`src/rtl/square_iter_pkg.sv`:
```
// Shared definitions for the square_iter block: FSM state encoding and default root width.
// The same encoding and width are used by sqrt_lut and the benches.
package square_iter_pkg;

    localparam int SQ_IN_W = 8;

    typedef enum logic [1:0] {
        ST_IDLE = 2'd0,
        ST_CALC = 2'd1,
        ST_DONE = 2'd2
    } state_t;

    // Counter width for a step count of w; never narrower than one bit.
    function automatic int cnt_width(input int w);
        return (w < 2) ? 1 : $clog2(w);
    endfunction

endpackage

```
`src/rtl/square_iter_if.sv`:
```
// Valid/ready stream bundle around square_iter: operand side (sq_in/val_i/rdy_o)
// and result side (sq_out/val_o/rdy_i).
interface square_iter_if
    import square_iter_pkg::*;
#(
    parameter int IN_W = SQ_IN_W
) ();

    logic [IN_W-1:0]   sq_in;
    logic              val_i;
    logic              rdy_o;
    logic [2*IN_W-1:0] sq_out;
    logic              val_o;
    logic              rdy_i;

    modport slave (
        input  sq_in,
        input  val_i,
        output rdy_o,
        output sq_out,
        output val_o,
        input  rdy_i
    );

    modport master (
        output sq_in,
        output val_i,
        input  rdy_o,
        input  sq_out,
        input  val_o,
        output rdy_i
    );

endinterface

```
`src/rtl/square_iter.sv`:
```
// Exact square of an unsigned root using a one-bit-per-cycle shift-add multiplier,
// with valid/ready handshakes on both the operand and the result side.
module square_iter
    import square_iter_pkg::*;
#(
    parameter int IN_W = SQ_IN_W
) (
    input  logic          clk,
    input  logic          rst_n,
    square_iter_if.slave  bus
);

    localparam int OUT_W = 2 * IN_W;
    localparam int CNT_W = cnt_width(IN_W);
    localparam logic [CNT_W-1:0] CNT_LAST = CNT_W'(IN_W - 1);

    state_t           r_state;
    state_t           w_state_next;
    logic [OUT_W-1:0] r_mcand;
    logic [OUT_W-1:0] r_acc;
    logic [OUT_W-1:0] r_sq_out;
    logic [IN_W-1:0]  r_mplier;
    logic [CNT_W-1:0] r_cnt;
    logic             r_val_o;

    logic [OUT_W-1:0] w_acc_sum;
    logic             w_accept;
    logic             w_last;
    logic             w_handshake;
    logic             w_rdy_o;

    assign w_accept    = (r_state == ST_IDLE) && bus.val_i;
    assign w_last      = (r_state == ST_CALC) && (r_cnt == CNT_LAST);
    assign w_handshake = (r_state == ST_DONE) && bus.rdy_i;
    // The final step's partial product must be folded in before sq_out is captured.
    assign w_acc_sum   = r_acc + (r_mplier[0] ? r_mcand : '0);

    assign bus.rdy_o  = w_rdy_o;
    assign bus.sq_out = r_sq_out;
    assign bus.val_o  = r_val_o;

    always_ff @(posedge clk) begin
        if (!rst_n) begin
            r_state <= ST_IDLE;
        end else begin
            r_state <= w_state_next;
        end
    end

    always_comb begin
        w_state_next = r_state;
        w_rdy_o      = 1'b0;
        case (r_state)
            ST_IDLE: begin
                w_rdy_o = 1'b1;
                if (w_accept) begin
                    w_state_next = ST_CALC;
                end
            end
            ST_CALC: begin
                if (w_last) begin
                    w_state_next = ST_DONE;
                end
            end
            ST_DONE: begin
                if (w_handshake) begin
                    w_state_next = ST_IDLE;
                end
            end
            default: begin
                w_state_next = ST_IDLE;
            end
        endcase
    end

    always_ff @(posedge clk) begin
        if (!rst_n) begin
            r_mcand  <= '0;
            r_mplier <= '0;
            r_acc    <= '0;
            r_cnt    <= '0;
            r_sq_out <= '0;
            r_val_o  <= 1'b0;
        end else begin
            if (w_accept) begin
                r_mcand  <= {{IN_W{1'b0}}, bus.sq_in};
                r_mplier <= bus.sq_in;
                r_acc    <= '0;
                r_cnt    <= '0;
            end
            if (r_state == ST_CALC) begin
                r_acc    <= w_acc_sum;
                r_mcand  <= r_mcand << 1;
                r_mplier <= r_mplier >> 1;
                r_cnt    <= r_cnt + 1'b1;
                if (w_last) begin
                    r_sq_out <= w_acc_sum;
                    r_val_o  <= 1'b1;
                end
            end
            if (w_handshake) begin
                r_val_o <= 1'b0;
            end
        end
    end

endmodule

```
`src/flat_wrapper.sv`:
```
// flat-port wrapper written by rule: the top's interface ports become plain ports
module square_iter_flat import square_iter_pkg::*;
#(
    parameter int IN_W = SQ_IN_W
)
  (clk, rst_n, bus_sq_in, bus_val_i, bus_rdy_o, bus_sq_out, bus_val_o, bus_rdy_i);
  square_iter_if #(.IN_W(IN_W)) bus_i ();
  input  logic clk;
  input  logic rst_n;
  input wire logic [$bits(bus_i.sq_in)-1:0] bus_sq_in;
  input wire logic [$bits(bus_i.val_i)-1:0] bus_val_i;
  output wire logic [$bits(bus_i.rdy_o)-1:0] bus_rdy_o;
  output wire logic [$bits(bus_i.sq_out)-1:0] bus_sq_out;
  output wire logic [$bits(bus_i.val_o)-1:0] bus_val_o;
  input wire logic [$bits(bus_i.rdy_i)-1:0] bus_rdy_i;
  assign bus_i.sq_in = bus_sq_in;
  assign bus_i.val_i = bus_val_i;
  assign bus_rdy_o = bus_i.rdy_o;
  assign bus_sq_out = bus_i.sq_out;
  assign bus_val_o = bus_i.val_o;
  assign bus_i.rdy_i = bus_rdy_i;
  square_iter #(.IN_W(IN_W)) u_core (.clk(clk), .rst_n(rst_n), .bus(bus_i));
endmodule
```
`config.mk`:
```
export PLATFORM = sky130hd
export DESIGN_NAME = square_iter_flat
export DESIGN_NICKNAME = d
export VERILOG_FILES = /design/src/rtl/square_iter_pkg.sv /design/src/rtl/square_iter_if.sv /design/src/rtl/square_iter.sv /design/src/flat_wrapper.sv
export SDC_FILE = /design/constraint.sdc
export NUM_CORES = 1
export LEC_CHECK = 0
export BUFFER_PORTS_ARGS = -buffer_cell sky130_fd_sc_hd__buf_2
export CORE_MARGIN = 1.5
export CORE_UTILIZATION = 35
export DETAILED_ROUTE_END_ITERATION = 10
export REMOVE_ABC_BUFFERS = 1
export SLEW_MARGIN = 20
export SYNTH_ARGS = -nofsm -noshare
export SYNTH_HDL_FRONTEND = slang
export SYNTH_SLANG_ARGS = --single-unit
```
`constraint.sdc`:
```
create_clock -name clk -period 2.3 [get_ports clk]
set_clock_uncertainty 0.05 [all_clocks]
set_input_delay 0.46 -clock clk [delete_from_list [all_inputs] [get_ports clk]]
set_output_delay 0.46 -clock clk [all_outputs]
set_load 0.02 [all_outputs]
```
== After elaboration in Yosys (flattened, before gate mapping) ==
Cells that the tools add are included.

* Register bits after elaboration: 62
* Output and inout bits: 18
* Word-level logic and storage cells: 41

* Add/subtract/negate cells: 2
* Equal/unequal tests: 6
* Mux-type cells: 14
* Bitwise logic cells: 1
* Reduce and logical (&&, ||, !) cells: 9

{| class="wikitable"
|+ Operators with widths
! kind !! count
|-
| $mux W16 || 5
|-
| $add A16 B16 Y16 || 1
|-
| $mux W7 || 2
|-
| $mux W2 || 3
|-
| $mux W3 || 2
|-
| $ne A2 B1 Y1 const B || 3
|-
| $pmux W2 S3 || 1
|-
| $reduce_or A2 Y1 || 2
|-
| $add A3 B1 Y3 const B || 1
|-
| $eq A3 B3 Y1 const B || 1
|-
| $logic_and A1 B1 Y1 || 3
|-
| $reduce_and A3 Y1 || 1
|-
| $eq A2 B1 Y1 const B || 1
|-
| $eq A2 B2 Y1 const B || 1
|-
| $logic_not A2 Y1 || 1
|-
| $reduce_and A2 Y1 || 1
|-
| $reduce_bool A2 Y1 || 1
|-
| $mux W1 || 1
|-
| $not A1 Y1 || 1
|}

== Logic depth before layout (Yosys ltp) ==
* Depth in word-level cells: 4
* Mapped depth: 9

== Least setup slack after synthesis ==
No wires, ideal clock.

* Kind: register -> register
* Start: register u_core.r_mplier[0]
* End: register u_core.r_acc[13]
* Data arrival time: 2.139 ns
* Required time: 2.133 ns
* Path slack: -0.007 ns
* Cell stages (with the launch flop): 10
* Path buffers: 2
* Clock period less this slack: 2.307 ns
* Path through: dfxtp_1 > clkbuf_1 > and2_1 > ha_1 > buf_6 > a21oi_4 > o21ai_2 > a31o_1 > or3_1 > a32o_1

* Cells in the longest elaborated chain, start to end: 3

{| class="wikitable"
|+ RTL lines
! what !! line !! text
|-
| start: declaration || square_iter.sv:22 || <nowiki>logic [IN_W-1:0] r_mplier;</nowiki>
|-
| start signal: assignment || square_iter.sv:87 || <nowiki>r_mplier <= bus.sq_in;</nowiki>
|-
| start signal: assignment || square_iter.sv:94 || <nowiki>r_mplier <= r_mplier >> 1;</nowiki>
|-
| $mux W16 || square_iter.sv:36 || <nowiki>assign w_acc_sum = r_acc + (r_mplier[0] ? r_mcand : '0);</nowiki>
|-
| $add A16 B16 Y16 || square_iter.sv:36 ||
|-
| $mux W16 || square_iter.sv:91 || <nowiki>if (r_state == ST_CALC) begin</nowiki>
|-
| end signal: assignment || square_iter.sv:92 || <nowiki>r_acc <= w_acc_sum;</nowiki>
|-
| end: declaration || square_iter.sv:20 || <nowiki>logic [OUT_W-1:0] r_acc;</nowiki>
|}

Every way passes these cells.
A chain may end at the register's enable or synchronous reset.

== Worst setup path in the final report ==
* Start: register u_core.r_mcand[0]
* End: register u_core.r_sq_out[14], in the netlist u_core.bus.sq_out[14]

* Cells in the longest elaborated chain, start to end: 2

{| class="wikitable"
|+ RTL lines
! what !! line !! text
|-
| start: declaration || square_iter.sv:19 || <nowiki>logic [OUT_W-1:0] r_mcand;</nowiki>
|-
| start signal: assignment || square_iter.sv:86 || <nowiki>r_mcand <= {{IN_W{1'b0}}, bus.sq_in};</nowiki>
|-
| start signal: assignment || square_iter.sv:93 || <nowiki>r_mcand <= r_mcand << 1;</nowiki>
|-
| $mux W16 || square_iter.sv:36 ||
|-
| $add A16 B16 Y16 || square_iter.sv:36 ||
|-
| end signal: assignment || square_iter.sv:97 || <nowiki>r_sq_out <= w_acc_sum;</nowiki>
|-
| end: declaration || square_iter.sv:21 || <nowiki>logic [OUT_W-1:0] r_sq_out;</nowiki>
|}

Every way passes these cells.

==> impl_metrics.ini <==
[status]
status = finished clean

[floorplan]
dieArea_um2 = 10200
dieHeight_um = 101
rows = 35
ios = 30
die_x_um = 101
core_area_um2 = 9240
initial_core_util_pct = 36.2

[setup_path]
crit_fanout = 4
cp_num_buf_inv = 0
critical-path-slowest-cell = a311o_1
worstPathRequired_ns = 2.49
path_class = flip-flop to flip-flop
cp.arrival_ns = 2.47
cpLargestDelayFamily = compound AO/OA/AOI/OAI gates
slowest_delay_ns = 0.42
crit_path_start_kind = flip-flop
critPathCaptureType = flip-flop
crit_path_cell_trace = and2_4 > ha_4 > fa_2 > a21o_1 > a311o_1 > a211oi_2 > or3_1 > nand3_1

[final_layout]
regArea_um2 = 1240
area_growth_pct = 22.6
fillers = 924
multiInputGateArea_um2 = 2100
fin_area_um2 = 4110
fin_util_pct = 44.4
finalNetCount = 492
n_antenna_cell = 0
drive_gt1_share_pct = 23.0

[global_routing]
grt_usage_pct = 18.1
grt-ovfl-total = 0
antenna_found_initial = 0
grt_pass1_wl_um = 14300
grt_pass1_vias = 2824
grt_start_max_net_pins = 27

[worst_hold_path]
hp-class = primary input to flip-flop

[logic_synthesis]
ys_warn_count = 0
synthTopCellsByCount = 63 x nand2_1, 62 x dfxtp_1, 53 x a21oi_1
synth_top_area_cell = dfxtp_1
synthMostInstantiatedCell = nand2_1
avgSynthCellArea_um2 = 8.03
synth_cell_type_count = 52
netlist_area_um2 = 3350
synth_cells = 417
ys_ff_latch = 62
ys_top_cells_by_area = dfxtp_1 37%, a21oi_1 7.9%, nand2_1 7.1%
synth-edff-count = 0
synth_sequential_area_ratio_pct = 37.1
synth_ff_type = dfxtp_1
synth_top_area_share_pct = 37.1
async_flop_share_pct = 0

[timing]
setup_viol = 0
fmax_ghz = 0.440
final_max_slew_viol_count = 0
tns_ns = 0
fin_ws_ns = 0.0275
hold_viol = 0
rsz0062_at_grt = true
fin_crit_sh_pct = 98.8
min_period_ns = 2.27
maxSlewHeadroom_pct = 35.0
tightest_slew_ns = 0.972

[power_and_ir_drop]
p_leak_uw = 0.00157
vdd_ir_drop_max_mv = 0.308
total_power_uw = 2290
p_per_area_nw_per_um2 = 557

[detailed_routing]
vias = 3176
firstDrtPassIters = 5
drc = 0
vias_per_cell = 5.34
drt-wirelength-per-cell_um = 14.9
antenna_left = 0
dr.first_iter.drc_count = 202
wl_um = 8880

[flow_run]
max_cap_violations = 0

[place]
post-place-ws_ns = -0.104
hpwl_um = 6160
portBuffers = 29
place_area_um2 = 3750
place.gp.congestion = 0.843

[clock_tree]
cts_hold_buffers = 0
cts_tree = done
clk-insertion-delay-late_ns = 0.35
cts_root_buf = clkbuf_8
clock_path_buffers = 2
numCtsBuffers = 9
clk_pin_slew_worst_paths_ns = 0.07
cts_sinks = 62
htree_levels = 3
==> cell type report <==
type / count / area share [%]
Tap cell: 129 / 3.93
Inverter: 4 / 0.366
Multi-Input combinational cell: 324 / 51.2
Sequential cell: 62 / 30.3
Clock inverter: 5 / 1.46
Clock buffer: 10 / 3.35
Timing Repair Buffer: 61 / 9.39
==> path summary, 6_finish.rpt <==
| path | depth (start not counted) | end | slack, ns | from |
|---|---|---|---|---|
| min reg2reg | 2 | u_core.bus.sq_out[6] | 0.40 | u_core.bus.sq_out[6] |
| max | 8 | u_core.bus.sq_out[14] | 0.03 | u_core.r_mcand[0] |
| max reg2reg | 8 | u_core.bus.sq_out[14] | 0.03 | u_core.r_mcand[0] |
| min | 3 | u_core.r_mcand[0] | 0.34 | bus_sq_in[0] |
==> cells by family after synthesis <==
kind of cell             Yosys count  synth area share, %
buffers and inverters             31                 4.15
flip-flops                        62                 37.1
AO/OA/AOI/OAI                    126                 24.9
AND/OR/NAND/NOR                  175                 25.6
adder cells (fa/ha/maj)           18                 6.95
XOR/XNOR                           5                 1.31
==> layout by cell type, fill, tap and decap left out, drive strengths merged, types with 8 or more instances in the layout <==
| master | netlist | layout |
|---|---|---|
| and2 | 19 | 19 |
| clkbuf | 13 | 10 |
| nand2 | 63 | 63 |
| a22oi | 12 | 12 |
| nand3 | 40 | 40 |
| a21oi | 55 | 55 |
| buf | 14 | 61 |
| nor2 | 17 | 17 |
| or3 | 8 | 8 |
| ha | 17 | 17 |
| dfxtp | 62 | 62 |
| o21ai | 14 | 14 |
==> repair_timing <==
item | 4_1_cts | 5_1_grt
buffers inserted | 2 | 1
gates resized for setup | 6 | 18
pin swaps | 11 | 13
cloned | 0 | 0
endpoints found under the setup margin | 13 | 14
hold endpoints to repair | 0 | 0
==> through the flow <==
stage,cells,hold WS [ns]
after detailed placement,577,0.395
after CTS,594,0.339
after global routing,595,0.337
final,595,0.340
after floorplan,390,0.382
after global placement,577,0.391
==> registers in the layout, indices dropped and copies added, names as in the netlist <==
| register | count |
|---|---|
| u_core.r_mplier | 8 |
| u_core.r_acc | 16 |
| u_core.bus.sq_out | 16 |
| u_core.r_state | 2 |
| u_core.r_mcand | 16 |
| u_core.bus.val_o | 1 |
| u_core.r_cnt | 3 |
==> worst register-to-register path, stage by stage, from the launching register on <==
cell and delay, ns:
dfxtp_2 0.32, and2_4 0.15, ha_4 0.15, fa_2 0.34
a21o_1 0.21, a311o_1 0.42, a211oi_2 0.30, or3_1 0.16
nand3_1 0.06
==> report_power, final <==
group | internal, µW | leakage, µW | switching (µW)
clock | 523 | 0.0000866 | 469
combinational | 61.1 | 0.000978 | 122
sequential | 1100 | 0.000503 | 16.7
==> per-layer routing <==
metal	track usage [%]	part of all wire [%]
met1	26.2	50
met2	26.2	45
met5	0	0
met3	3.54	4.0
met4	7.26	1.6
No activity file was read; power rests on OpenSTA's default activity.
